===== src/rtl/arp_rx.sv =====
// ARP receiver on a GMII byte stream: filters ARP requests/replies addressed to this
// node and reports the sender hardware/protocol address of each accepted frame.
module arp_rx #(
    parameter logic [47:0] BOARD_MAC = 48'h00_11_22_33_44_55,
    parameter logic [31:0] BOARD_IP  = 32'hC0_A8_00_EA
) (
    input  logic        gmii_rxc,
    input  logic        rst_n,
    input  logic        gmii_rx_dv,
    input  logic [7:0]  gmii_rxd,
    output logic        arp_rx_done,
    output logic        arp_rx_type,
    output logic [47:0] src_mac,
    output logic [31:0] src_ip
);
    typedef enum logic [2:0] {IDLE, PREAMBLE, ETH_HEAD, ARP_DATA, RX_END} state_t;

    state_t      state_q, state_d;
    logic [4:0]  cnt_q, cnt_d;
    logic        uni_ok_q, uni_ok_d;
    logic        bc_ok_q, bc_ok_d;
    logic        type_sh_q, type_sh_d;
    logic [47:0] mac_sh_q, mac_sh_d;
    logic [31:0] ip_sh_q, ip_sh_d;
    logic        done_q, done_d;
    logic        type_q, type_d;
    logic [47:0] src_mac_q, src_mac_d;
    logic [31:0] src_ip_q, src_ip_d;

    function automatic logic [7:0] mac_byte(input logic [2:0] idx);
        case (idx)
            3'd0:    mac_byte = BOARD_MAC[47:40];
            3'd1:    mac_byte = BOARD_MAC[39:32];
            3'd2:    mac_byte = BOARD_MAC[31:24];
            3'd3:    mac_byte = BOARD_MAC[23:16];
            3'd4:    mac_byte = BOARD_MAC[15:8];
            default: mac_byte = BOARD_MAC[7:0];
        endcase
    endfunction

    function automatic logic [7:0] ip_byte(input logic [1:0] idx);
        case (idx)
            2'd0:    ip_byte = BOARD_IP[31:24];
            2'd1:    ip_byte = BOARD_IP[23:16];
            2'd2:    ip_byte = BOARD_IP[15:8];
            default: ip_byte = BOARD_IP[7:0];
        endcase
    endfunction

    // Fixed ARP-over-Ethernet header: HTYPE, PTYPE, HLEN, PLEN, OPER high byte
    function automatic logic [7:0] arp_hdr_byte(input logic [2:0] idx);
        case (idx)
            3'd1:    arp_hdr_byte = 8'h01;
            3'd2:    arp_hdr_byte = 8'h08;
            3'd4:    arp_hdr_byte = 8'h06;
            3'd5:    arp_hdr_byte = 8'h04;
            default: arp_hdr_byte = 8'h00;
        endcase
    endfunction

    always_comb begin
        state_d   = state_q;
        uni_ok_d  = uni_ok_q;
        bc_ok_d   = bc_ok_q;
        type_sh_d = type_sh_q;
        mac_sh_d  = mac_sh_q;
        ip_sh_d   = ip_sh_q;
        done_d    = 1'b0;
        type_d    = type_q;
        src_mac_d = src_mac_q;
        src_ip_d  = src_ip_q;
        case (state_q)
            IDLE: begin
                if (gmii_rx_dv)
                    state_d = (gmii_rxd == 8'h55) ? PREAMBLE : RX_END;
            end
            // First 0x55 was consumed in IDLE, so six more precede the SFD
            PREAMBLE: begin
                if (!gmii_rx_dv) begin
                    state_d = IDLE;
                end else if (cnt_q < 5'd6) begin
                    if (gmii_rxd != 8'h55) state_d = RX_END;
                end else if (gmii_rxd == 8'hD5) begin
                    state_d  = ETH_HEAD;
                    uni_ok_d = 1'b1;
                    bc_ok_d  = 1'b1;
                end else begin
                    state_d = RX_END;
                end
            end
            ETH_HEAD: begin
                if (!gmii_rx_dv) begin
                    state_d = IDLE;
                end else if (cnt_q < 5'd6) begin
                    uni_ok_d = uni_ok_q && (gmii_rxd == mac_byte(cnt_q[2:0]));
                    bc_ok_d  = bc_ok_q && (gmii_rxd == 8'hFF);
                    if (!uni_ok_d && !bc_ok_d) state_d = RX_END;
                end else if (cnt_q == 5'd12) begin
                    if (gmii_rxd != 8'h08) state_d = RX_END;
                end else if (cnt_q == 5'd13) begin
                    state_d = (gmii_rxd == 8'h06) ? ARP_DATA : RX_END;
                end
            end
            ARP_DATA: begin
                if (!gmii_rx_dv) begin
                    state_d = IDLE;
                end else if (cnt_q < 5'd7) begin
                    if (gmii_rxd != arp_hdr_byte(cnt_q[2:0])) state_d = RX_END;
                end else if (cnt_q == 5'd7) begin
                    if (gmii_rxd == 8'h01)      type_sh_d = 1'b0;
                    else if (gmii_rxd == 8'h02) type_sh_d = 1'b1;
                    else                        state_d   = RX_END;
                end else if (cnt_q <= 5'd13) begin
                    mac_sh_d = {mac_sh_q[39:0], gmii_rxd};
                end else if (cnt_q <= 5'd17) begin
                    ip_sh_d = {ip_sh_q[23:0], gmii_rxd};
                end else if (cnt_q >= 5'd24) begin
                    if (gmii_rxd != ip_byte(cnt_q[1:0])) begin
                        state_d = RX_END;
                    end else if (cnt_q == 5'd27) begin
                        done_d    = 1'b1;
                        type_d    = type_sh_q;
                        src_mac_d = mac_sh_q;
                        src_ip_d  = ip_sh_q;
                        state_d   = RX_END;
                    end
                end
            end
            RX_END: begin
                if (!gmii_rx_dv) state_d = IDLE;
            end
            default: state_d = IDLE;
        endcase

        cnt_d = 5'd0;
        if (state_d == state_q &&
            (state_q == PREAMBLE || state_q == ETH_HEAD || state_q == ARP_DATA))
            cnt_d = cnt_q + 5'd1;
    end

    always_ff @(posedge gmii_rxc) begin
        if (!rst_n) begin
            state_q   <= IDLE;
            cnt_q     <= 5'd0;
            uni_ok_q  <= 1'b0;
            bc_ok_q   <= 1'b0;
            type_sh_q <= 1'b0;
            mac_sh_q  <= 48'd0;
            ip_sh_q   <= 32'd0;
            done_q    <= 1'b0;
            type_q    <= 1'b0;
            src_mac_q <= 48'd0;
            src_ip_q  <= 32'd0;
        end else begin
            state_q   <= state_d;
            cnt_q     <= cnt_d;
            uni_ok_q  <= uni_ok_d;
            bc_ok_q   <= bc_ok_d;
            type_sh_q <= type_sh_d;
            mac_sh_q  <= mac_sh_d;
            ip_sh_q   <= ip_sh_d;
            done_q    <= done_d;
            type_q    <= type_d;
            src_mac_q <= src_mac_d;
            src_ip_q  <= src_ip_d;
        end
    end

    assign arp_rx_done = done_q;
    assign arp_rx_type = type_q;
    assign src_mac     = src_mac_q;
    assign src_ip      = src_ip_q;
endmodule


===== config.mk =====
export PLATFORM = sky130hd
export DESIGN_NAME = arp_rx
export DESIGN_NICKNAME = d
export VERILOG_FILES = /design/src/rtl/arp_rx.sv
export SDC_FILE = /design/constraint.sdc
export NUM_CORES = 1
export LEC_CHECK = 0
export CAP_MARGIN = 20
export CORE_MARGIN = 3
export CORE_UTILIZATION = 40
export DETAILED_ROUTE_END_ITERATION = 10
export PLACE_DENSITY = 0.64
export SYNTH_ARGS = -nofsm -noshare
export SYNTH_HDL_FRONTEND = slang
export SYNTH_SLANG_ARGS = --single-unit

===== constraint.sdc =====
create_clock -name gmii_rxc -period 7.5 [get_ports gmii_rxc]
set_clock_uncertainty 0.05 [all_clocks]
set_input_delay 1.125 -clock gmii_rxc [delete_from_list [all_inputs] [get_ports gmii_rxc]]
set_output_delay 1.125 -clock gmii_rxc [all_outputs]
set_load 0.01 [all_outputs]

==> results.toml, run 1 <==
[worst_setup_path]
critPathRequiredTime_ns = 7.80
cpMaxStageDelayCell = "nor2_4"
critical_path_buf_inv_count = 2
cp_cell_sequence = "clkdlybuf4s50_1 -> xnor2_1 -> nand4_1 -> or4_1 -> nor2_4 -> buf_4 -> nand2_1 -> a21oi_1"
path_class = "primary input to flop"
reg2reg_slack_ns = 3.78
cp_max_fo = 48
critPathMaxStageDelay_ns = 0.83
crit_family = "simple AND/OR/NAND/NOR gates"
worstPathArrival_ns = 4.53
critPathLaunchType = "primary input"
cp-end-kind = "flop"

[timing]
max_freq_mhz = 236
tns_ns = 0
hold_viol_final = 0
tightest_slew_ns = 1.06
rsz0062_at_grt = "false"
fin_crit_sh = 0.564
drv_slew = 0
final.min_clock_period_ns = 4.23
relSlewSlack = 0.293
setup_viol = 0

[global_routing]
grt_pass1_wl_um = 26900
antenna_found_initial = 0
grt_pass1_vias = 5404
grt_start_max_net_pins = 108
grt_overflow = 0
grtUsageTotal = 0.177

[routing]
highest_layer = "met4"
wl_per_cell_um = 14.3
met1_length_um = 7830
vias = 5904
drtPass1Iterations = 4
wirelength_um = 16300
remaining_drc_errors = 0
dr_wl_met2_um = 7680
wl_met3_um = 638
drtAntennaViolNets = 0
via_per_inst = 5.17
drt_iter0_drc = 420

[min_path]
holdCritPathClass = "flop to flop"

[synthesis]
synth_top_area_frac = 0.502
syn_area_um2 = 6910
synthTopCellsByArea = "dfxtp_1 (50%), nand2_1 (15%), a21oi_1 (10%), mux2i_1 (4.8%), clkbuf_1 (2.6%)"
synth-edff-count = 0
synth_cell_types = 60
synth_nets = 869
synth-seq-cells = 173
netlist_instances = 853
async_flop_share = 0
synth.most_common_cell = "nand2_1"
synth_common_cells = "nand2_1 (268), dfxtp_1 (173), a21oi_1 (140)"
yosysWarningCount = 0
synth_largest_area_cell = "dfxtp_1"
synth_seq_area_share = 0.502
synth-main-ff-cell = "dfxtp_1"
avgSynthCellArea_um2 = 8.10

[flow_run]
cap_violations = 0

[clock_tree]
cts_num_sinks = 173
root_buffer = "clkbuf_16"
cts_hold_buf = 0
clockBufferDepth = 2
cts_tree = "done"
cts_resized = 0
postCtsSetupRepairBufs = 0
clock_latency_ns = 0.42
cts.clk_slew.worst_paths_ns = 0.06
cts.htree.levels = 4
cts_buffers = 17

[status]
outcome = "complete, no violations"

[power]
peakVddDrop_mv = 0.161
p_leak_nw = 2.72
total_power_mw = 1.83
power_density_nw_per_um2 = 215

[floorplanning]
die_area_um2 = 18900
start_util = 0.412
fp.dieW_um = 137
die_h_um = 137
rows = 47
ios = 93
coreArea_um2 = 16800

[layout]
final_net_count = 924
diodes = 0
syn_to_final_growth_pct = 23.2
multi_input_area_um2 = 3180
regArea_um2 = 3460
fin_cells = 1141
drive_gt1_frac = 0.0575
fillers = 1693
finalInstanceArea_um2 = 8510

[placed_design]
io_buffer_count = 92
dp.cells = 1109
hpwlAfterDp_um = 10600
globalplace.congestion = 0.913
placed_area_um2 = 7920
metrics by stage:
stage,hold WS (ns),setup WS [ns],util
6_report,0.398,3.27,0.508
5_1_grt,0.417,2.98,0.508
4_1_cts,0.402,3.24,0.508
3_5_place_dp,0.394,2.79,0.472
3_3_place_gp,0.388,2.86,0.472
2_1_floorplan,0.377,4.33,-
layout make-up:
| class | count | share of cell area |
|---|---|---|
| sequential | 173 | 0.407 |
| multi-input combinational | 610 | 0.374 |
| timing repair buffer | 98 | 0.113 |
| clock buffer | 21 | 0.0565 |
| tap | 220 | 0.0323 |
| clock inverter | 11 | 0.0134 |
| inverter | 8 | 0.00382 |
path summary, 6_finish.rpt:
check | start | depth (start not counted) | to
worst max-delay path | gmii_rxd[1] | 8 | src_mac[35]
worst min-delay path | src_ip[16] | 2 | src_ip[16]
worst max register to register | cnt_q[0] | 9 | src_mac[35]
worst min register to register | src_ip[16] | 2 | src_ip[16]
cell usage in the layout, fill, tap and decap left out, types with 3 or more instances in the layout:
cell type	netlist	final
nand2_1	268	268
dfxtp_1	173	173
a21oi_1	140	139
clkdlybuf4s50_1	0	92
nor2_1	44	43
mux2i_1	33	33
clkbuf_16	0	17
nor3_1	12	11
a211oi_1	9	9
o21ai_0	9	9
nand3_1	9	9
inv_1	8	7
clkinv_2	0	6
buf_4	1	6
nor2b_1	5	5
and3_1	5	5
ha_1	5	5
xnor2_1	4	4
xor2_1	4	4
clkbuf_8	0	4
nor4_1	3	3
nand4b_1	3	3
and3b_1	3	3
a31oi_1	3	3
or4_1	3	3
report_power, final:
part / switching (mW) / internal, mW / total [mW] / leakage, nW
Sequential: 0.000664 / 0.919 / 0.920 / 1.39
Clock: 0.353 / 0.523 / 0.876 / 0.295
Combinational: 0.0274 / 0.0109 / 0.0383 / 1.04
per-layer routing:
layer | GRT usage | vias up
met5 | 0 | -
met4 | 0.0527 | 0
met3 | 0.0416 | 15
met2 | 0.274 | 111
met1 | 0.245 | 2796
li1 | - | 2982
tightest hold or removal path, delay by kind of cell, from the launching register on:
| kind | cells | cell delay, ns |
|---|---|---|
| compound gates | 1 | 0.05 |
| flops | 1 | 0.31 |
| simple gates | 1 | 0.05 |
cell families (layout without fill, tap and decap cells):
logic type               count (synthesis)  after routing  share of synthesized area
buffers and inverters                   70            138                     0.0415
AO/OA/AOI/OAI                          190            190                      0.161
adder cells (fa/ha/maj)                  5              5                    0.00906
multiplexers                            33             33                     0.0478
AND/OR/NAND/NOR                        374            374                      0.229
flip-flops                             173            173                      0.502
XOR/XNOR                                 8              8                     0.0101
sequential cells by signal, summed over array words and instances, names as in the netlist:
register and cells:
arp_rx_done 1, arp_rx_type 1, bc_ok_q 1, cnt_q 5, ip_sh_q 32, mac_sh_q 48
src_ip 32, src_mac 48, state_q 3, type_sh_q 1, uni_ok_q 1
Note: power is estimated with default switching activity, not from simulation.
==> run 2: changes to the inputs <==
--- a/config.mk
+++ b/config.mk
@@ -9,7 +9,7 @@
 export CORE_MARGIN = 3
 export CORE_UTILIZATION = 40
 export DETAILED_ROUTE_END_ITERATION = 10
-export PLACE_DENSITY = 0.64
+export PLACE_DENSITY = 0.67
 export SYNTH_ARGS = -nofsm -noshare
 export SYNTH_HDL_FRONTEND = slang
 export SYNTH_SLANG_ARGS = --single-unit
==> constraint.sdc (replaced) <==
create_clock -name gmii_rxc -period 3.6 [get_ports gmii_rxc]
set_clock_uncertainty 0.05 [all_clocks]
set_input_delay 0.54 -clock gmii_rxc [delete_from_list [all_inputs] [get_ports gmii_rxc]]
set_output_delay 0.54 -clock gmii_rxc [all_outputs]
set_load 0.01 [all_outputs]
==> run 2 against run 1 <==
  * Wire length grew 3.3%
  * Total power is 110% higher
  * Critical path type unchanged
  * Worst hold slack lost 0.00081 ns
  * Sequential share of layout area decreased by 1.2 points
  * Final cell count grew 1.8%
  * Sequential power increased by 110%
  * Register-to-register slack worse by 3.1 ns
  * Global-route usage rose by 0.48 points
  * Setup slack lost 2.7 ns
  * Die area is the same
==> results.toml, run 2 (same netlist as run 1, synthesis figures left out) <==
[status]
outcome = "complete, no violations"

[clock_tree]
root_buffer = "clkbuf_16"
cts_buffers = 17
postCtsSetupRepairBufs = 0
clock_latency_ns = 0.41
cts_resized = 0
cts_num_sinks = 173
cts_tree = "done"
cts.htree.levels = 4
clockBufferDepth = 2
cts_hold_buf = 0
cts.clk_slew.worst_paths_ns = 0.06

[timing]
rsz0062_at_grt = "false"
drv_slew = 0
layout_setup_ws_ns = 0.598
hold_viol_final = 0
tightest_slew_ns = 0.832
fin_crit_sh = 0.834
tns_ns = 0
setup_viol = 0
final.min_clock_period_ns = 3.00
relSlewSlack = 0.431
max_freq_mhz = 333

[placed_design]
preCtsSetupSlack_ns = 0.212
hpwlAfterDp_um = 11100
globalplace.congestion = 0.911
io_buffer_count = 92
placed_area_um2 = 8170
dp.cells = 1131

[layout]
multi_input_area_um2 = 3180
diodes = 0
fin_cells = 1162
drive_gt1_frac = 0.0764
fin_util = 0.523
final_net_count = 946
layout_commonest_cell = "nand2_1"
syn_to_final_growth_pct = 27.1
fillers = 1626
mostFrequentLayoutCells = "nand2_1 (268), dfxtp_1 (173), a21oi_1 (139), clkdlybuf4s50_1 (92), nor2_1 (43)"
regArea_um2 = 3460
finalInstanceArea_um2 = 8770

[power]
power_density_nw_per_um2 = 442
peakVddDrop_mv = 0.310
p_leak_nw = 2.85

[global_routing]
antenna_found_initial = 0
grt_overflow = 0
grtUsageTotal = 0.181
grt_pass1_vias = 5520
grt_pass1_wl_um = 27500
grt_start_max_net_pins = 165

[worst_setup_path]
critPathLaunchType = "primary input"
worstPathArrival_ns = 3.28
critPathRequiredTime_ns = 3.88
path_class = "primary input to flop"
cp_max_fo = 9
cp-end-kind = "flop"

[floorplanning]
die_h_um = 137
fp.dieW_um = 137
die_area_um2 = 18900
start_util = 0.412
rows = 47
coreArea_um2 = 16800
ios = 93

[routing]
via_per_inst = 5.14
wirelength_um = 16900
vias = 5971
drt_iter0_drc = 432
remaining_drc_errors = 0
wl_per_cell_um = 14.5
drtPass1Iterations = 5
drtAntennaViolNets = 0

[min_path]
holdCritPathClass = "flop to flop"

[flow_run]
cap_violations = 0
run 2: changes by cell type in the layout (fill, tap and decap cells not counted):
cell        change
buf_4          +15
buf_12          +7
clkinv_2        -6
clkbuf_8        -3
clkbuf_1        +2
clkinvlp_4      +2
inv_6           +2
bufinv_16       +1
inv_8           +1
run 2: report_power, final:
group / switching, mW / internal, mW / total [mW]
clock network: 0.751 / 1.12 / 1.87
logic: 0.0621 / 0.0307 / 0.0928
registers: 0.00131 / 1.91 / 1.92
run 2: metrics by stage:
| stage | hold slack (ns) | power [mW] |
|---|---|---|
| finish | 0.398 | 3.88 |
| CTS | 0.402 | 3.92 |
| global placement | 0.388 | 2.05 |
| detailed placement | 0.395 | 2.05 |
| global route | 0.422 | 4.00 |
| floorplan | 0.377 | 2.01 |
run 2: final cells by class:
cell class,instances,area share
Inverter,8,0.00371
Clock inverter,11,0.0180
Clock buffer,20,0.0509
Multi-Input combinational cell,610,0.362
Tap cell,220,0.0314
Sequential cell,173,0.395
Timing Repair Buffer,120,0.139
run 2: final timing paths:
path | endpoint | startpoint | depth (start not counted) | slack, ns
max reg2reg | src_mac[28] | cnt_q[1] | 9 | 0.66
min | src_ip[13] | src_ip[13] | 2 | 0.40
max | cnt_q[4] | gmii_rxd[3] | 9 | 0.60
min reg2reg | src_ip[13] | src_ip[13] | 2 | 0.40
run 2: worst max-delay path, stage by stage:
cell and delay (ns):
clkdlybuf4s50_1 0.62, buf_4 0.27, or4bb_1 0.50, nor4_1 0.36, buf_4 0.19, a32oi_1 0.09, a21oi_1 0.19, o21ai_0 0.24
a211oi_1 0.27
run 2: metal layers:
layer / wire length [um] / vias up / global-route usage
li1: - / 3037 / -
met1: 8010 / 2789 / 0.248
met2: 8000 / 131 / 0.291
met3: 686 / 14 / 0.0325
met4: 175 / 0 / 0.0565
met5: 0 / - / 0
==> variant 1 (config.mk and constraints of run 2) <==
Put one more register stage on the output `src_mac`, with the module's reset. The value now appears one clock later. The other outputs are not delayed to match.
--- a/src/rtl/arp_rx.sv
+++ b/src/rtl/arp_rx.sv
@@ -170,3 +170,9 @@
     assign arp_rx_type = type_q;
-    assign src_mac     = src_mac_q;
+    always_ff @(posedge gmii_rxc) begin
+        if (!rst_n) begin
+            src_mac <= '0;
+        end else begin
+            src_mac <= src_mac_q;
+        end
+    end
     assign src_ip      = src_ip_q;
Check against the original RTL: not settled (the Yosys comparison gave no result); the edit may change what the design does.
==> variant 1 against run 2 <==
- wire length up 7.4%
- critical path type is now reg2reg
- final area rose by 18%
- setup slack improved by 130 ps
- critical path depth fell by 1
- synthesized cell count up 11%
- sequential cell count increased by 48
- utilization is 2.0 points lower
- total power increased by 23%
- fmax rose by 4.4%
- sequential power up 28%
- largest power group unchanged
- synthesized area grew 23%
==> variant 1: results (changes against run 2) <==
metric,value,unit,change
status,finished clean,,unchanged
Worst Hold Depth,2,,unchanged
post-synthesis compound-gate area fraction,0.150,,was 0.161
top post-synthesis cells by area,"dfxtp_1 52%, nand2_1 12%, a21boi_0 11%, mux2i_1 3.9%, and2_1 3.8%",,"was dfxtp_1 50%, nand2_1 15%, a21oi_1 10%, mux2i_1 4.8%, clkbuf_1 2.6%"
synth cell count leaders,"271 x nand2_1, 221 x dfxtp_1, 129 x a21boi_0, 52 x and2_1, 48 x clkbuf_1",,"was 268 x nand2_1, 173 x dfxtp_1, 140 x a21oi_1, 47 x clkbuf_1, 44 x nor2_1"
vias in the first global route,5876,,was 5520
Post-Synth Adder-Cell Area,0.00736,,was 0.00906
dpl hpwl,11500,um,was 11100 um
R2R setup slack,720,ps,was 660 ps
worst hold start,uni_ok_q,,was src_ip[13]
"Primary FF master, synth",dfxtp_1,,unchanged
Crit path max-delay family,simple AND/OR/NAND/NOR gates,,was buffers and inverters
first-pass GRT wire length,30000,um,was 27500 um
number of synthesized flops with an enable pin,0,,unchanged
Reg-to-Reg End,ip_sh_q[9],,was src_mac[28]
WP data arrival,3200,ps,was 3280 ps
cts bufs inserted,23,,was 17
RD Place Congestion,0.856,,was 0.911
Peak VDD IR,239,uV,was 310 uV
via count,6203,,was 5971
clock latency on the worst-skew pair,500,ps,was 410 ps
Worst-Margin Slew,649,ps,was 832 ps
CP Class,reg2reg,,was in2reg
Post-Synth XOR/XNOR Area,0.00824,,was 0.0101
WL final,18100,um,was 16900 um
Post-DP Area,9650,um^2,was 8170 um^2
min cycle time layout,2880,ps,was 3000 ps
post-cts sizing count,0,,unchanged
Synth cell types,53,,was 60
clock transition at the registers of the reported paths,60,ps,about the same
mux share of post-synthesis cell area,0.0388,,was 0.0478
Min-Delay Path Class,reg2reg,,unchanged
pin count of the biggest net entering global routing,142,,was 165
largest registers,"mac_sh_q (48), src_mac (48), src_mac_q (48)",,
CP max-delay cell,dfxtp_1,,was clkdlybuf4s50_1
Place WS,384,ps,was 212 ps
Reg2Reg Depth,8,,was 9
hold worst-path end,uni_ok_q,,was src_ip[13]
"Slew Viols, Final",0,,unchanged
reg2reg start,cnt_q[2],,was cnt_q[1]
clock power share,0.465,,was 0.482
TritonRoute pass-1 iters,4,,was 5
sequential area share after synthesis,0.520,,was 0.502
CTS H-Tree Depth,1,,was 4
antenna violations before repair,0,,unchanged
Leakage,3.39,nW,was 2.85 nW
Total GRT Usage,0.152,,was 0.181
clk buf depth,3,,was 2
largest fanout on the critical path,24,,was 9
"slowest stage delay, CP",700,ps,was 620 ps
Syn Nets,964,,was 869
register share of total power,0.513,,was 0.494
layout cell share with drive strength beyond 1,0.0596,,was 0.0764
post-CTS setup repair buffer count,0,,unchanged
Antenna diodes,0,,unchanged
sw power,0.958,mW,was 0.814 mW
fin nets,1027,,was 946
Iter 0 DRT Violations,487,,was 432
## variant 1: cell count changes in the layout (fill, tap and decap cells not counted), moves of 32 or more
cell	run 2	this run
a21boi_0	0	129
nor2_1	43	11
and2_1	2	51
a21oi_1	139	9
dfxtp_1	173	221
nor2b_1	5	39
## variant 1: final cells by class
type	count	area [um^2]
Clock buffer	31	646
Clock inverter	6	61.3
Timing Repair Buffer	109	1100
Tap cell	270	338
Sequential cell	221	4420
Multi-Input combinational cell	647	3760
Fill cell	1976	10200
Inverter	9	33.8
## variant 1: metrics by stage
step	hold slack [ps]	std cells	total power, mW
after global placement	383	1256	2.61
after floorplan	366	948	2.57
after CTS	390	1293	4.84
after global routing	410	1293	4.95
after detailed placement	380	1256	2.61
final	388	1293	4.77
## variant 1: metal layers
metal	up-vias	wire length, um	GRT usage
met5	-	0	0
met4	0	329	0.0458
met3	18	647	0.0236
met2	100	7840	0.233
met1	2852	9310	0.221
li1	3233	-	-
==> variant 2 (flow settings as in run 2) <==
Without the edit above. Change the parameter `BOARD_IP` from 32'hC0_A8_00_EA to 32'h907E00AF.
--- a/src/rtl/arp_rx.sv
+++ b/src/rtl/arp_rx.sv
@@ -4,3 +4,3 @@
     parameter logic [47:0] BOARD_MAC = 48'h00_11_22_33_44_55,
-    parameter logic [31:0] BOARD_IP  = 32'hC0_A8_00_EA
+    parameter logic [31:0] BOARD_IP  = 32'h907E00AF
 ) (
Function: not settled (the Yosys comparison gave no result); the edit may change what the design does.
==> variant 2 against run 2 <==
- count of clock-buffer cells in the layout down 1
- critical path depth is the same
- register-to-register slack got worse by 120 ps
- total power is 3.2% lower
- setup slack got worse by 56 ps
- synthesized cell count shrank 1.4%
- wire length shrank 0.85%
- synthesized area increased by 5.6%
- final area increased by 2.3%
- sequential share of layout area fell by 0.90 points
- non-clock buffer count down 10
- sequential cell count did not move
- clock power shrank 7%
- global-route usage is 0.85 points lower
- critical endpoint is now cnt_q[1]
- highest routed layer unchanged
==> variant 2: results (changes against run 2) <==
metric,value,unit,change
Mapped Cells,841,,was 853
WP data arrival,3350,ps,was 3280 ps
Peak VDD IR,330,uV,was 310 uV
Reg-to-Reg End,cnt_q[1],,was src_mac[28]
mux share of post-synthesis cell area,0.0480,,was 0.0478
largest fanout on the critical path,8,,was 9
routed len/inst,14.6,um,was 14.5 um
Total GRT Usage,0.173,,was 0.181
top post-synthesis cells by area,"dfxtp_1 47%, nand2_1 14%, a21boi_1 10%, mux2i_1 4.8%, nor2b_1 3.3%",,"was dfxtp_1 50%, nand2_1 15%, a21oi_1 10%, mux2i_1 4.8%, clkbuf_1 2.6%"
Worst-Margin Slew,636,ps,was 832 ps
vias per cell,5.04,,was 5.14
WL final,16700,um,was 16900 um
placed cell count,1112,,was 1131
FILL cells,1711,,was 1626
Post-Synth XOR/XNOR Area,0.00720,,was 0.0101
Syn Nets,857,,was 869
RD Place Congestion,0.876,,was 0.911
Crit path max-delay family,simple AND/OR/NAND/NOR gates,,was buffers and inverters
pin count of the biggest net entering global routing,83,,was 165
Post-Synth Adder-Cell Area,0.00858,,was 0.00906
CP Class,reg2reg,,was in2reg
layout cell share with drive strength beyond 1,0.0827,,was 0.0764
TritonRoute pass-1 iters,4,,was 5
Leakage,2.87,nW,was 2.85 nW
Setup WS post-layout,541,ps,was 598 ps
hold worst-path end,src_ip[10],,was src_ip[13]
Iter 0 DRT Violations,393,,was 432
Synth cell types,59,,was 60
synth cell count leaders,"274 x nand2_1, 173 x dfxtp_1, 100 x a21boi_1, 43 x clkbuf_1, 38 x nor2b_1",,"was 268 x nand2_1, 173 x dfxtp_1, 140 x a21oi_1, 47 x clkbuf_1, 44 x nor2_1"
crit path from,cnt_q[1],,was gmii_rxd[3]
Place WS,279,ps,was 212 ps
fin nets,922,,was 946
first-pass GRT wire length,28300,um,was 27500 um
post-synthesis compound-gate area fraction,0.181,,was 0.161
status,finished clean,,unchanged
==> variant 2: area by class of cell <==
type | instances | area (um^2) | share of cell area
clock inverter | 13 | 115 | 0.0128
timing repair buffer | 110 | 1100 | 0.123
multi-input combinational | 597 | 3550 | 0.395
clock buffer | 19 | 443 | 0.0493
inverter | 7 | 26.3 | 0.00293
tap | 225 | 282 | 0.0314
sequential | 173 | 3460 | 0.386
==> variant 2: report_power, final <==
group,switching (mW),internal [mW]
clock network,0.761,0.973
registers,0.000739,1.91
logic,0.0542,0.0482
==> variant 2: per-layer routing <==
metal  GRT usage  vias up  part of all wire
li1            -     2930                 -
met1       0.235     2715              0.48
met2       0.275      101              0.46
met3      0.0343       24             0.036
met4      0.0612        0             0.017
met5           0        -                 0
==> variant 2: kinds of logic (layout without fill, tap and decap cells) <==
logic type / count (synthesis) / after routing
fa+ha+maj: 5 / 5
xor+xnor: 6 / 6
flops: 173 / 173
mux: 35 / 35
compound gates: 173 / 173
simple gates: 378 / 378
buf+inv: 71 / 149
